$ cat src/rtl/mips_pkg.sv
// mips_pkg: shared opcode constants, control-bundle types and the main
// control decoder for the MIPS-R2000 decode stage.
//   OP_*          : primary opcode values understood by the decoder
//   ex_ctrl_t     : {RegDst, ALUOp1, ALUOp0, ALUSrc}
//   m_ctrl_t      : {Branch, MemRead, MemWrite}
//   wb_ctrl_t     : {RegWrite, MemtoReg}
//   decode_op()   : opcode -> control bundles plus a "known opcode" flag
package mips_pkg;

  localparam logic [5:0] OP_RTYPE = 6'b000000;
  localparam logic [5:0] OP_LW    = 6'b100011;
  localparam logic [5:0] OP_SW    = 6'b101011;
  localparam logic [5:0] OP_BEQ   = 6'b000100;
  localparam logic [5:0] OP_J     = 6'b000010;

  typedef struct packed {
    logic reg_dst;
    logic alu_op1;
    logic alu_op0;
    logic alu_src;
  } ex_ctrl_t;

  typedef struct packed {
    logic branch;
    logic mem_read;
    logic mem_write;
  } m_ctrl_t;

  typedef struct packed {
    logic reg_write;
    logic mem_to_reg;
  } wb_ctrl_t;

  typedef struct packed {
    ex_ctrl_t ex;
    m_ctrl_t  m;
    wb_ctrl_t wb;
    logic     known;
  } ctrl_t;

  // Main control table; unknown opcodes yield all-zero controls with known=0.
  function automatic ctrl_t decode_op(input logic [5:0] op);
    ctrl_t c;
    c = '0;
    case (op)
      OP_RTYPE: begin
        c.ex = 4'b1100; c.m = 3'b000; c.wb = 2'b10; c.known = 1'b1;
      end
      OP_LW: begin
        c.ex = 4'b0001; c.m = 3'b010; c.wb = 2'b11; c.known = 1'b1;
      end
      OP_SW: begin
        c.ex = 4'b0001; c.m = 3'b001; c.wb = 2'b00; c.known = 1'b1;
      end
      OP_BEQ: begin
        c.ex = 4'b0010; c.m = 3'b100; c.wb = 2'b00; c.known = 1'b1;
      end
      OP_J: begin
        c.ex = 4'b0000; c.m = 3'b000; c.wb = 2'b00; c.known = 1'b1;
      end
      default: begin
        c = '0;
      end
    endcase
    return c;
  endfunction

endpackage

$ cat src/rtl/id_stage_param_if.sv
// id_stage_param_if: bundle of all non-clock signals of the decode stage.
//   Fetch side   : if_valid, pc (PC+4), inst_in
//   WB side      : reg_write, write_register, write_data_reg
//   MEM side     : mem_reg_write, mem_write_register
//   Combinational: stall, br, pc_branch, exception
//   ID/EX reg    : valid, rs, rt, rd, imm, data_1, data_2, ex, m, wb
// master = the surrounding pipeline, slave = the decode stage.
interface id_stage_param_if #(
  parameter int DATA_W = 32,
  parameter int REG_W  = 5
);

  logic              if_valid;
  logic [DATA_W-1:0] pc;
  logic [31:0]       inst_in;
  logic              reg_write;
  logic [REG_W-1:0]  write_register;
  logic [DATA_W-1:0] write_data_reg;
  logic              mem_reg_write;
  logic [REG_W-1:0]  mem_write_register;

  logic              stall;
  logic              br;
  logic [DATA_W-1:0] pc_branch;
  logic              exception;

  logic              valid;
  logic [REG_W-1:0]  rs;
  logic [REG_W-1:0]  rt;
  logic [REG_W-1:0]  rd;
  logic [DATA_W-1:0] imm;
  logic [DATA_W-1:0] data_1;
  logic [DATA_W-1:0] data_2;
  logic [3:0]        ex;
  logic [2:0]        m;
  logic [1:0]        wb;

  modport master (
    output if_valid, pc, inst_in, reg_write, write_register, write_data_reg,
           mem_reg_write, mem_write_register,
    input  stall, br, pc_branch, exception,
           valid, rs, rt, rd, imm, data_1, data_2, ex, m, wb
  );

  modport slave (
    input  if_valid, pc, inst_in, reg_write, write_register, write_data_reg,
           mem_reg_write, mem_write_register,
    output stall, br, pc_branch, exception,
           valid, rs, rt, rd, imm, data_1, data_2, ex, m, wb
  );

endinterface

$ cat src/rtl/regfile_param.sv
// regfile_param: NREG x DATA_W register file, register 0 reads as zero.
//   clk, rst   : clock, synchronous active-high clear of every register
//   ra1/rd1    : read port 1 (combinational)
//   ra2/rd2    : read port 2 (combinational)
//   we, wa, wd : write port, applied at the rising edge
// A read of the register being written this cycle returns wd directly.
module regfile_param #(
  parameter int DATA_W = 32,
  parameter int NREG   = 32,
  parameter int REG_W  = $clog2(NREG)
) (
  input  logic              clk,
  input  logic              rst,
  input  logic [REG_W-1:0]  ra1,
  input  logic [REG_W-1:0]  ra2,
  output logic [DATA_W-1:0] rd1,
  output logic [DATA_W-1:0] rd2,
  input  logic              we,
  input  logic [REG_W-1:0]  wa,
  input  logic [DATA_W-1:0] wd
);

  logic [NREG-1:0][DATA_W-1:0] regs;

  // Storage update: reset clears everything and wins over a same-cycle write.
  always_ff @(posedge clk) begin
    if (rst) begin
      regs <= '0;
    end else if (we && (wa != '0)) begin
      regs[wa] <= wd;
    end
  end

  // Read port 1 with r0 forced to zero and WB bypass.
  always_comb begin
    rd1 = '0;
    if (ra1 == '0) begin
      rd1 = '0;
    end else if (we && (ra1 == wa)) begin
      rd1 = wd;
    end else begin
      rd1 = regs[ra1];
    end
  end

  // Read port 2 with r0 forced to zero and WB bypass.
  always_comb begin
    rd2 = '0;
    if (ra2 == '0) begin
      rd2 = '0;
    end else if (we && (ra2 == wa)) begin
      rd2 = wd;
    end else begin
      rd2 = regs[ra2];
    end
  end

endmodule

$ cat src/rtl/id_stage_param.sv
// id_stage_param: MIPS-R2000 decode stage with early beq/j resolution,
// load-use and branch-operand hazard detection, and the ID/EX register.
//   clk, rst : clock, synchronous active-high reset
//   bus      : id_stage_param_if.slave (fetch, WB, MEM inputs; stall/br/
//              pc_branch/exception combinational outputs; ID/EX outputs)
// Assumes DATA_W >= 32 (jump target keeps pc[DATA_W-1:28]).
module id_stage_param
  import mips_pkg::*;
#(
  parameter int DATA_W   = 32,
  parameter int NREG     = 32,
  parameter int REG_W    = $clog2(NREG),
  parameter int SIGN_EXT = 1
) (
  input  logic           clk,
  input  logic           rst,
  id_stage_param_if.slave bus
);

  // Instruction register fields are 5 bits; fit them to REG_W by
  // zero-extending through a wide temporary and keeping the low bits.
  function automatic logic [REG_W-1:0] fit_idx(input logic [4:0] f);
    logic [REG_W+4:0] t;
    t = {{REG_W{1'b0}}, f};
    return t[REG_W-1:0];
  endfunction

  logic [5:0]        opcode;
  logic [15:0]       imm16;
  logic [REG_W-1:0]  rs_idx, rt_idx, rd_idx;
  logic [DATA_W-1:0] imm_ext, rd1, rd2, br_target, j_target;
  ctrl_t             ctrl;
  logic              is_rtype, is_beq, is_sw, is_j, uses_rt;

  logic [REG_W-1:0]  ex_dst;
  logic              ex_live, mem_live, load_use, br_hazard;
  logic              stall_int, br_int;
  logic [DATA_W-1:0] pc_branch_int;

  logic              valid_r;
  logic [REG_W-1:0]  rs_r, rt_r, rd_r;
  logic [DATA_W-1:0] imm_r, data_1_r, data_2_r;
  ex_ctrl_t          ex_r;
  m_ctrl_t           m_r;
  wb_ctrl_t          wb_r;

  assign opcode   = bus.inst_in[31:26];
  assign imm16    = bus.inst_in[15:0];
  assign rs_idx   = fit_idx(bus.inst_in[25:21]);
  assign rt_idx   = fit_idx(bus.inst_in[20:16]);
  assign rd_idx   = fit_idx(bus.inst_in[15:11]);
  assign ctrl     = decode_op(opcode);
  assign is_rtype = (opcode == OP_RTYPE);
  assign is_beq   = (opcode == OP_BEQ);
  assign is_sw    = (opcode == OP_SW);
  assign is_j     = (opcode == OP_J);
  assign uses_rt  = is_rtype | is_beq | is_sw;

  // Immediate extension selected at elaboration time.
  always_comb begin
    imm_ext = '0;
    if (SIGN_EXT != 0) begin
      imm_ext = {{(DATA_W-16){imm16[15]}}, imm16};
    end else begin
      imm_ext = {{(DATA_W-16){1'b0}}, imm16};
    end
  end

  assign br_target = bus.pc + {imm_ext[DATA_W-3:0], 2'b00};
  assign j_target  = {bus.pc[DATA_W-1:28], bus.inst_in[25:0], 2'b00};

  regfile_param #(
    .DATA_W (DATA_W),
    .NREG   (NREG),
    .REG_W  (REG_W)
  ) u_regfile (
    .clk (clk),
    .rst (rst),
    .ra1 (rs_idx),
    .ra2 (rt_idx),
    .rd1 (rd1),
    .rd2 (rd2),
    .we  (bus.reg_write),
    .wa  (bus.write_register),
    .wd  (bus.write_data_reg)
  );

  // Hazard terms. The EX destination only matters when it will really be
  // written, and r0 never creates a dependency.
  assign ex_dst    = ex_r.reg_dst ? rd_r : rt_r;
  assign ex_live   = valid_r & wb_r.reg_write & (ex_dst != '0);
  assign mem_live  = bus.mem_reg_write & (bus.mem_write_register != '0);
  assign load_use  = valid_r & m_r.mem_read &
                     ((rt_r == rs_idx) | (uses_rt & (rt_r == rt_idx)));
  assign br_hazard = is_beq &
                     ((ex_live  & ((ex_dst == rs_idx) | (ex_dst == rt_idx))) |
                      (mem_live & ((bus.mem_write_register == rs_idx) |
                                   (bus.mem_write_register == rt_idx))));
  assign stall_int = bus.if_valid & (load_use | br_hazard);

  // Early branch/jump resolution; a stalled beq waits for its operands.
  always_comb begin
    br_int        = 1'b0;
    pc_branch_int = br_target;
    if (bus.if_valid && !stall_int && is_j) begin
      br_int        = 1'b1;
      pc_branch_int = j_target;
    end else if (bus.if_valid && !stall_int && is_beq && (rd1 == rd2)) begin
      br_int        = 1'b1;
      pc_branch_int = br_target;
    end else begin
      br_int        = 1'b0;
      pc_branch_int = is_j ? j_target : br_target;
    end
  end

  // ID/EX pipeline register; a stall or an empty slot loads a bubble.
  always_ff @(posedge clk) begin
    if (rst) begin
      valid_r  <= 1'b0;
      rs_r     <= '0;
      rt_r     <= '0;
      rd_r     <= '0;
      imm_r    <= '0;
      data_1_r <= '0;
      data_2_r <= '0;
      ex_r     <= '0;
      m_r      <= '0;
      wb_r     <= '0;
    end else begin
      rs_r     <= rs_idx;
      rt_r     <= rt_idx;
      rd_r     <= rd_idx;
      imm_r    <= imm_ext;
      data_1_r <= rd1;
      data_2_r <= rd2;
      if (stall_int || !bus.if_valid) begin
        valid_r <= 1'b0;
        ex_r    <= '0;
        m_r     <= '0;
        wb_r    <= '0;
      end else begin
        valid_r <= 1'b1;
        ex_r    <= ctrl.ex;
        m_r     <= ctrl.m;
        wb_r    <= ctrl.wb;
      end
    end
  end

  assign bus.stall     = stall_int;
  assign bus.br        = br_int;
  assign bus.pc_branch = pc_branch_int;
  assign bus.exception = bus.if_valid & ~ctrl.known;
  assign bus.valid     = valid_r;
  assign bus.rs        = rs_r;
  assign bus.rt        = rt_r;
  assign bus.rd        = rd_r;
  assign bus.imm       = imm_r;
  assign bus.data_1    = data_1_r;
  assign bus.data_2    = data_2_r;
  assign bus.ex        = ex_r;
  assign bus.m         = m_r;
  assign bus.wb        = wb_r;

endmodule

$ cat src/flat_wrapper.sv
// flat-port wrapper written by rule: the top's interface ports become plain ports
module id_stage_param_flat import mips_pkg::*;
#(
  parameter int DATA_W   = 32,
  parameter int NREG     = 32,
  parameter int REG_W    = $clog2(NREG),
  parameter int SIGN_EXT = 1
)
  (clk, rst, bus_if_valid, bus_pc, bus_inst_in, bus_reg_write, bus_write_register, bus_write_data_reg, bus_mem_reg_write, bus_mem_write_register, bus_stall, bus_br, bus_pc_branch, bus_exception, bus_valid, bus_rs, bus_rt, bus_rd, bus_imm, bus_data_1, bus_data_2, bus_ex, bus_m, bus_wb);
  id_stage_param_if #(.DATA_W(DATA_W), .REG_W(REG_W)) bus_i ();
  input  logic clk;
  input  logic rst;
  input wire logic [$bits(bus_i.if_valid)-1:0] bus_if_valid;
  input wire logic [$bits(bus_i.pc)-1:0] bus_pc;
  input wire logic [$bits(bus_i.inst_in)-1:0] bus_inst_in;
  input wire logic [$bits(bus_i.reg_write)-1:0] bus_reg_write;
  input wire logic [$bits(bus_i.write_register)-1:0] bus_write_register;
  input wire logic [$bits(bus_i.write_data_reg)-1:0] bus_write_data_reg;
  input wire logic [$bits(bus_i.mem_reg_write)-1:0] bus_mem_reg_write;
  input wire logic [$bits(bus_i.mem_write_register)-1:0] bus_mem_write_register;
  output wire logic [$bits(bus_i.stall)-1:0] bus_stall;
  output wire logic [$bits(bus_i.br)-1:0] bus_br;
  output wire logic [$bits(bus_i.pc_branch)-1:0] bus_pc_branch;
  output wire logic [$bits(bus_i.exception)-1:0] bus_exception;
  output wire logic [$bits(bus_i.valid)-1:0] bus_valid;
  output wire logic [$bits(bus_i.rs)-1:0] bus_rs;
  output wire logic [$bits(bus_i.rt)-1:0] bus_rt;
  output wire logic [$bits(bus_i.rd)-1:0] bus_rd;
  output wire logic [$bits(bus_i.imm)-1:0] bus_imm;
  output wire logic [$bits(bus_i.data_1)-1:0] bus_data_1;
  output wire logic [$bits(bus_i.data_2)-1:0] bus_data_2;
  output wire logic [$bits(bus_i.ex)-1:0] bus_ex;
  output wire logic [$bits(bus_i.m)-1:0] bus_m;
  output wire logic [$bits(bus_i.wb)-1:0] bus_wb;
  assign bus_i.if_valid = bus_if_valid;
  assign bus_i.pc = bus_pc;
  assign bus_i.inst_in = bus_inst_in;
  assign bus_i.reg_write = bus_reg_write;
  assign bus_i.write_register = bus_write_register;
  assign bus_i.write_data_reg = bus_write_data_reg;
  assign bus_i.mem_reg_write = bus_mem_reg_write;
  assign bus_i.mem_write_register = bus_mem_write_register;
  assign bus_stall = bus_i.stall;
  assign bus_br = bus_i.br;
  assign bus_pc_branch = bus_i.pc_branch;
  assign bus_exception = bus_i.exception;
  assign bus_valid = bus_i.valid;
  assign bus_rs = bus_i.rs;
  assign bus_rt = bus_i.rt;
  assign bus_rd = bus_i.rd;
  assign bus_imm = bus_i.imm;
  assign bus_data_1 = bus_i.data_1;
  assign bus_data_2 = bus_i.data_2;
  assign bus_ex = bus_i.ex;
  assign bus_m = bus_i.m;
  assign bus_wb = bus_i.wb;
  id_stage_param #(.DATA_W(DATA_W), .NREG(NREG), .REG_W(REG_W), .SIGN_EXT(SIGN_EXT)) u_core (.clk(clk), .rst(rst), .bus(bus_i));
endmodule
$ cat config.mk
export PLATFORM = sky130hd
export DESIGN_NAME = id_stage_param_flat
export DESIGN_NICKNAME = d
export VERILOG_FILES = /design/src/rtl/mips_pkg.sv /design/src/rtl/id_stage_param_if.sv /design/src/rtl/regfile_param.sv /design/src/rtl/id_stage_param.sv /design/src/flat_wrapper.sv
export SDC_FILE = /design/constraint.sdc
export NUM_CORES = 2
export LEC_CHECK = 0
export ABC_AREA = 1
export ABC_CLOCK_PERIOD_IN_PS = 3900
export CELL_PAD_IN_SITES_DETAIL_PLACEMENT = 0
export CELL_PAD_IN_SITES_GLOBAL_PLACEMENT = 1
export CORE_ASPECT_RATIO = 1.2
export CORE_MARGIN = 2
export CORE_UTILIZATION = 31
export DETAILED_ROUTE_END_ITERATION = 10
export PLACE_DENSITY_LB_ADDON = 0.1
export SETUP_SLACK_MARGIN = 0.1
export SYNTH_ARGS = -nofsm -noshare
export SYNTH_HDL_FRONTEND = slang
export SYNTH_HIERARCHICAL = 1
export SYNTH_SLANG_ARGS = --single-unit
$ cat constraint.sdc
create_clock -name clk -period 3.9 [get_ports clk]
set_clock_uncertainty 0.1 [all_clocks]
set_input_delay 0.78 -clock clk [delete_from_list [all_inputs] [get_ports clk]]
set_output_delay 0.78 -clock clk [all_outputs]
set_load 0.05 [all_outputs]
==> impl_results.md <==
- Worst path buffer plus inverter count: 8
- Layout Nets: 10600
- Sequential area share after synthesis: 35.2%
- Peak supply drop: 0.000510 V
- Count of hold-fix buffers inserted at cts: 0
- Metal3 WL: 20300 µm
- EDFF count, synth: 0
- Count of different cell masters after synthesis: 46
- Clk Latency, worst-skew pair: 0.86 ns
- Die Y: 500 µm
- Ordered list of cells on the worst path: buf_16 -> buf_16 -> buf_12 -> buf_4 -> or2_2 -> nand3_1 -> nand3_1 -> nand3_1 -> nand3_1 -> nand2_2 -> buf_12 -> a21oi_4 -> xnor2_2 -> buf_4 -> nand4_1 -> nor2_2 -> nand3_2 -> nor2_4 -> buf_6 -> o21a_4 -> buf_12
- Yosys warns: 6
- Post-Synth Adder-Cell Area: 0.601%
- Remaining DRCs: 0
- Synthesized area: 63700 µm²
- DRT Pass-1 Iters: 6
- Worst EP required: 3.02 ns
- Antenna-violating nets left: 0
- Core Rows: 182
- Cell class contributing the biggest share of worst-path delay: simple AND/OR/NAND/NOR gates
- Core Region: 204000 µm²
- Number of global-route vias before repair: 67000
- Chip width: 418 µm
- Final WL: 347000 µm
- Fraction of layout cells with a size suffix above 1: 15.6%
- Max Cap Violations: 0
- Antenna violations before repair: 19
- CTS tree: built
- Place WS: -1.15 ns
- CTS buffer count: 140
- DR WL met2: 162000 µm
- Clock sink count: 1121
- Worst Tran Pin Value: 0.834 ns
- Startpoint of the worst hold path: bus_inst_in[0]
- GPL Wtd Cong: 0.935
- Post-Synth XOR/XNOR Area: 0.867%
- Synth Area per Inst: 6.34 µm²
- Failing checks: setup timing
- Final hold violation count: 0
- Async set-reset flop share out of synthesis: 0%
- Post-Syn Instances: 10000
- Pin count of the biggest net entering global routing: 113
- Cell mode on critical path: nand3_1
- Root Buffer: clkbuf_16
- First-pass GRT wire length: 491000 µm
- Pwr Density: 389 nW/µm²
- Slowest cell on the critical path: or2_2
- Hold crit path type: input pin to flip-flop
- Final Cycle Share: 118%
- Final Util: 40.9%
- Setup-failing EPs final: 1
- GRT overflow: 0
- Static Leak: 36.1 nW
- Main synth FF type: dfxtp_1
- Tot GR Track Use: 32.0%
- CP max FO: 14
- Compound-gate portion of the synthesized area: 16.7%
- Worst R2R Start: u_core/bus.rd[4]
- Peak Freq: 0.217 GHz
- Worst Path Arrival: 3.74 ns
- Io pins: 267
- Die area: 209000 µm²
- HPWL after DPL: 226000 µm
- Longest Clk Path Bufs: 3
- Highest metal used: met5
- Via-to-Cell Ratio: 5.35
- Mux contribution to synthesized area: 0%
- Worst setup EP type: primary output
- DR WL/cell: 26.1 µm
- Slowest stage delay, CP: 0.26 ns
- Synth Net Count: 10200
- Crit path time final: 4.62 ns
- Final setup TNS: -0.715 ns
- Input/output buffers: 266
- Area grow syn2layout: 31.4%
- Initial Util: 31.1%
- Outcome: finished with violations
- Final Max Tran Viols: 0
- RSZ-0062 raised after global routing: true
- Crit Path Class: input pin to primary output
- FF+latch count, synth: 1121
- Worst-path clk slew: 0.06 ns
- Synth Area in Simple Gates: 34.2%
- H-tree Lvls: 4
- DR vias: 71100
- Pwr Total: 0.0326 W
- Combinational family with the most area after synthesis: simple AND/OR/NAND/NOR gates
- Critical path startpoint category: input pin
- Met1 wire length: 141000 µm
- Critical Path Start: bus_inst_in[21]
- Worst setup margin: -0.715 ns
- Hold_ws: 0.112 ns
- Slew Limit Headroom: 44.4%
- Initial DRC count: 6967
==> final cells by class <==
cell class,count,area (µm²)
clock inverter,50,548
multi-input combinational,6917,35000
clock buffer,206,4120
inverter,1109,4280
sequential,1121,22400
antenna,10,25.0
tap,2668,3340
fill,21300,121000
timing repair buffer,1215,13900
==> report_power, final <==
| part | leakage, nW | switching (W) | total, W | internal, W |
|---|---|---|---|---|
| sequential | 9.07 | 0.0000803 | 0.0117 | 0.0117 |
| combinational | 24.7 | 0.00452 | 0.00723 | 0.00271 |
| clock | 2.30 | 0.00580 | 0.0136 | 0.00782 |
| total | 36.1 | 0.0104 | 0.0326 | 0.0222 |
==> path summary, 6_finish.rpt <==
| kind | end | slack, ns | cells after the start |
|---|---|---|---|
| max | bus_br | -0.72 | 21 |
| min | u_core/bus.imm[0] | 0.11 | 3 |
| max reg2reg | u_core/bus.wb[1] | 1.82 | 14 |
| min reg2reg | u_core/u_regfile/regs[7] | 0.35 | 2 |
==> metal layers <==
layer	global-route usage, %	vias up
met5	0	-
met4	19.1	6
met3	4.21	766
met2	53.2	2761
met1	39.5	33900
li1	-	33700
==> synth_stat cells, types with 2 or more instances <==
master | instances | area (µm²)
clkbuf_1 | 538 | 2020
nor2_4 | 9 | 101
nand2_2 | 8 | 50.1
a211oi_1 | 845 | 6340
o211ai_1 | 207 | 1550
nand3_4 | 3 | 52.6
o21ai_1 | 3 | 15.0
buf_2 | 187 | 936
inv_1 | 1063 | 3990
o21bai_1 | 2 | 15.0
or2_2 | 35 | 219
xnor2_1 | 34 | 298
clkinv_1 | 5 | 18.8
xor2_1 | 29 | 254
nor3_2 | 2 | 20.0
nand2_4 | 3 | 33.8
inv_2 | 40 | 150
buf_4 | 26 | 195
nor2_2 | 3 | 18.8
nor4_1 | 10 | 62.6
nor3_1 | 15 | 75.1
a21boi_0 | 2 | 15.0
nand4_1 | 9 | 56.3
nand2_1 | 2371 | 8900
buf_1 | 139 | 522
o21ai_2 | 3 | 26.3
o22ai_1 | 8 | 50.1
nand3b_1 | 3 | 22.5
buf_6 | 2 | 22.5
dfxtp_1 | 1121 | 22400
nand3_1 | 1421 | 7110
o21ai_0 | 208 | 1040
ha_1 | 29 | 363
a21oi_1 | 310 | 1550
nor2_1 | 1335 | 5010
==> worst min-delay path: stages <==
cell      delay [ns]
clkbuf_2        0.11
inv_1           0.07
nor2_1          0.04
==> per-stage QoR <==
stage | cell area, µm² | instances
6_report | 83700 | 13300
5_1_grt | 83700 | 13300
4_1_cts | 81900 | 13200
3_5_place_dp | 75400 | 12900
3_3_place_gp | 75400 | 12900
2_1_floorplan | 63700 | 10000
==> cell families (layout without fill, tap and decap cells) <==
group	after synthesis	count (layout)
compound gates	1592	1592
flops	1121	1121
simple gates	5232	5232
other cells	0	10
buf+inv	2001	2580
xor+xnor	63	63
fa+ha+maj	30	30
==> repair_timing <==
action / 4_1_cts / 5_1_grt
buffers inserted: 33 / 36
pin swaps: 59 / 131
resized for setup: 294 / 297
endpoints found under the setup margin: 27 / 21
cloned: 11 / 17
==> flip-flops by register name, summed over array words and instances, names as in the netlist, 3 cells and up <==
| signal | flops |
|---|---|
| u_core/u_regfile/regs | 1024 |
| u_core/bus.imm | 11 |
| u_core/bus.rs | 5 |
| u_core/bus.data_2 | 32 |
| u_core/bus.data_1 | 32 |
| u_core/bus.rt | 5 |
| u_core/bus.ex | 3 |
| u_core/bus.rd | 5 |
==> layout by cell type (no fill, tap or decap), types with 23 or more instances in the layout <==
cell type	count
nand2_1	2286
nand3_1	1382
nor2_1	1298
dfxtp_1	1119
inv_1	1047
a211oi_1	844
buf_4	647
a21oi_1	247
buf_12	235
o211ai_1	207
clkdlybuf4s50_1	176
clkbuf_16	159
o21ai_0	154
nand2_2	76
clkinv_2	50
a21oi_2	48
buf_6	46
o21ai_1	39
nand3_2	38
or2_2	34
clkbuf_1	33
clkbuf_8	30
inv_2	30
buf_16	26
nor2_2	26
ha_4	26
xor2_1	25
xnor2_1	25
nor2_4	23
(Power assumes the default switching activity.)
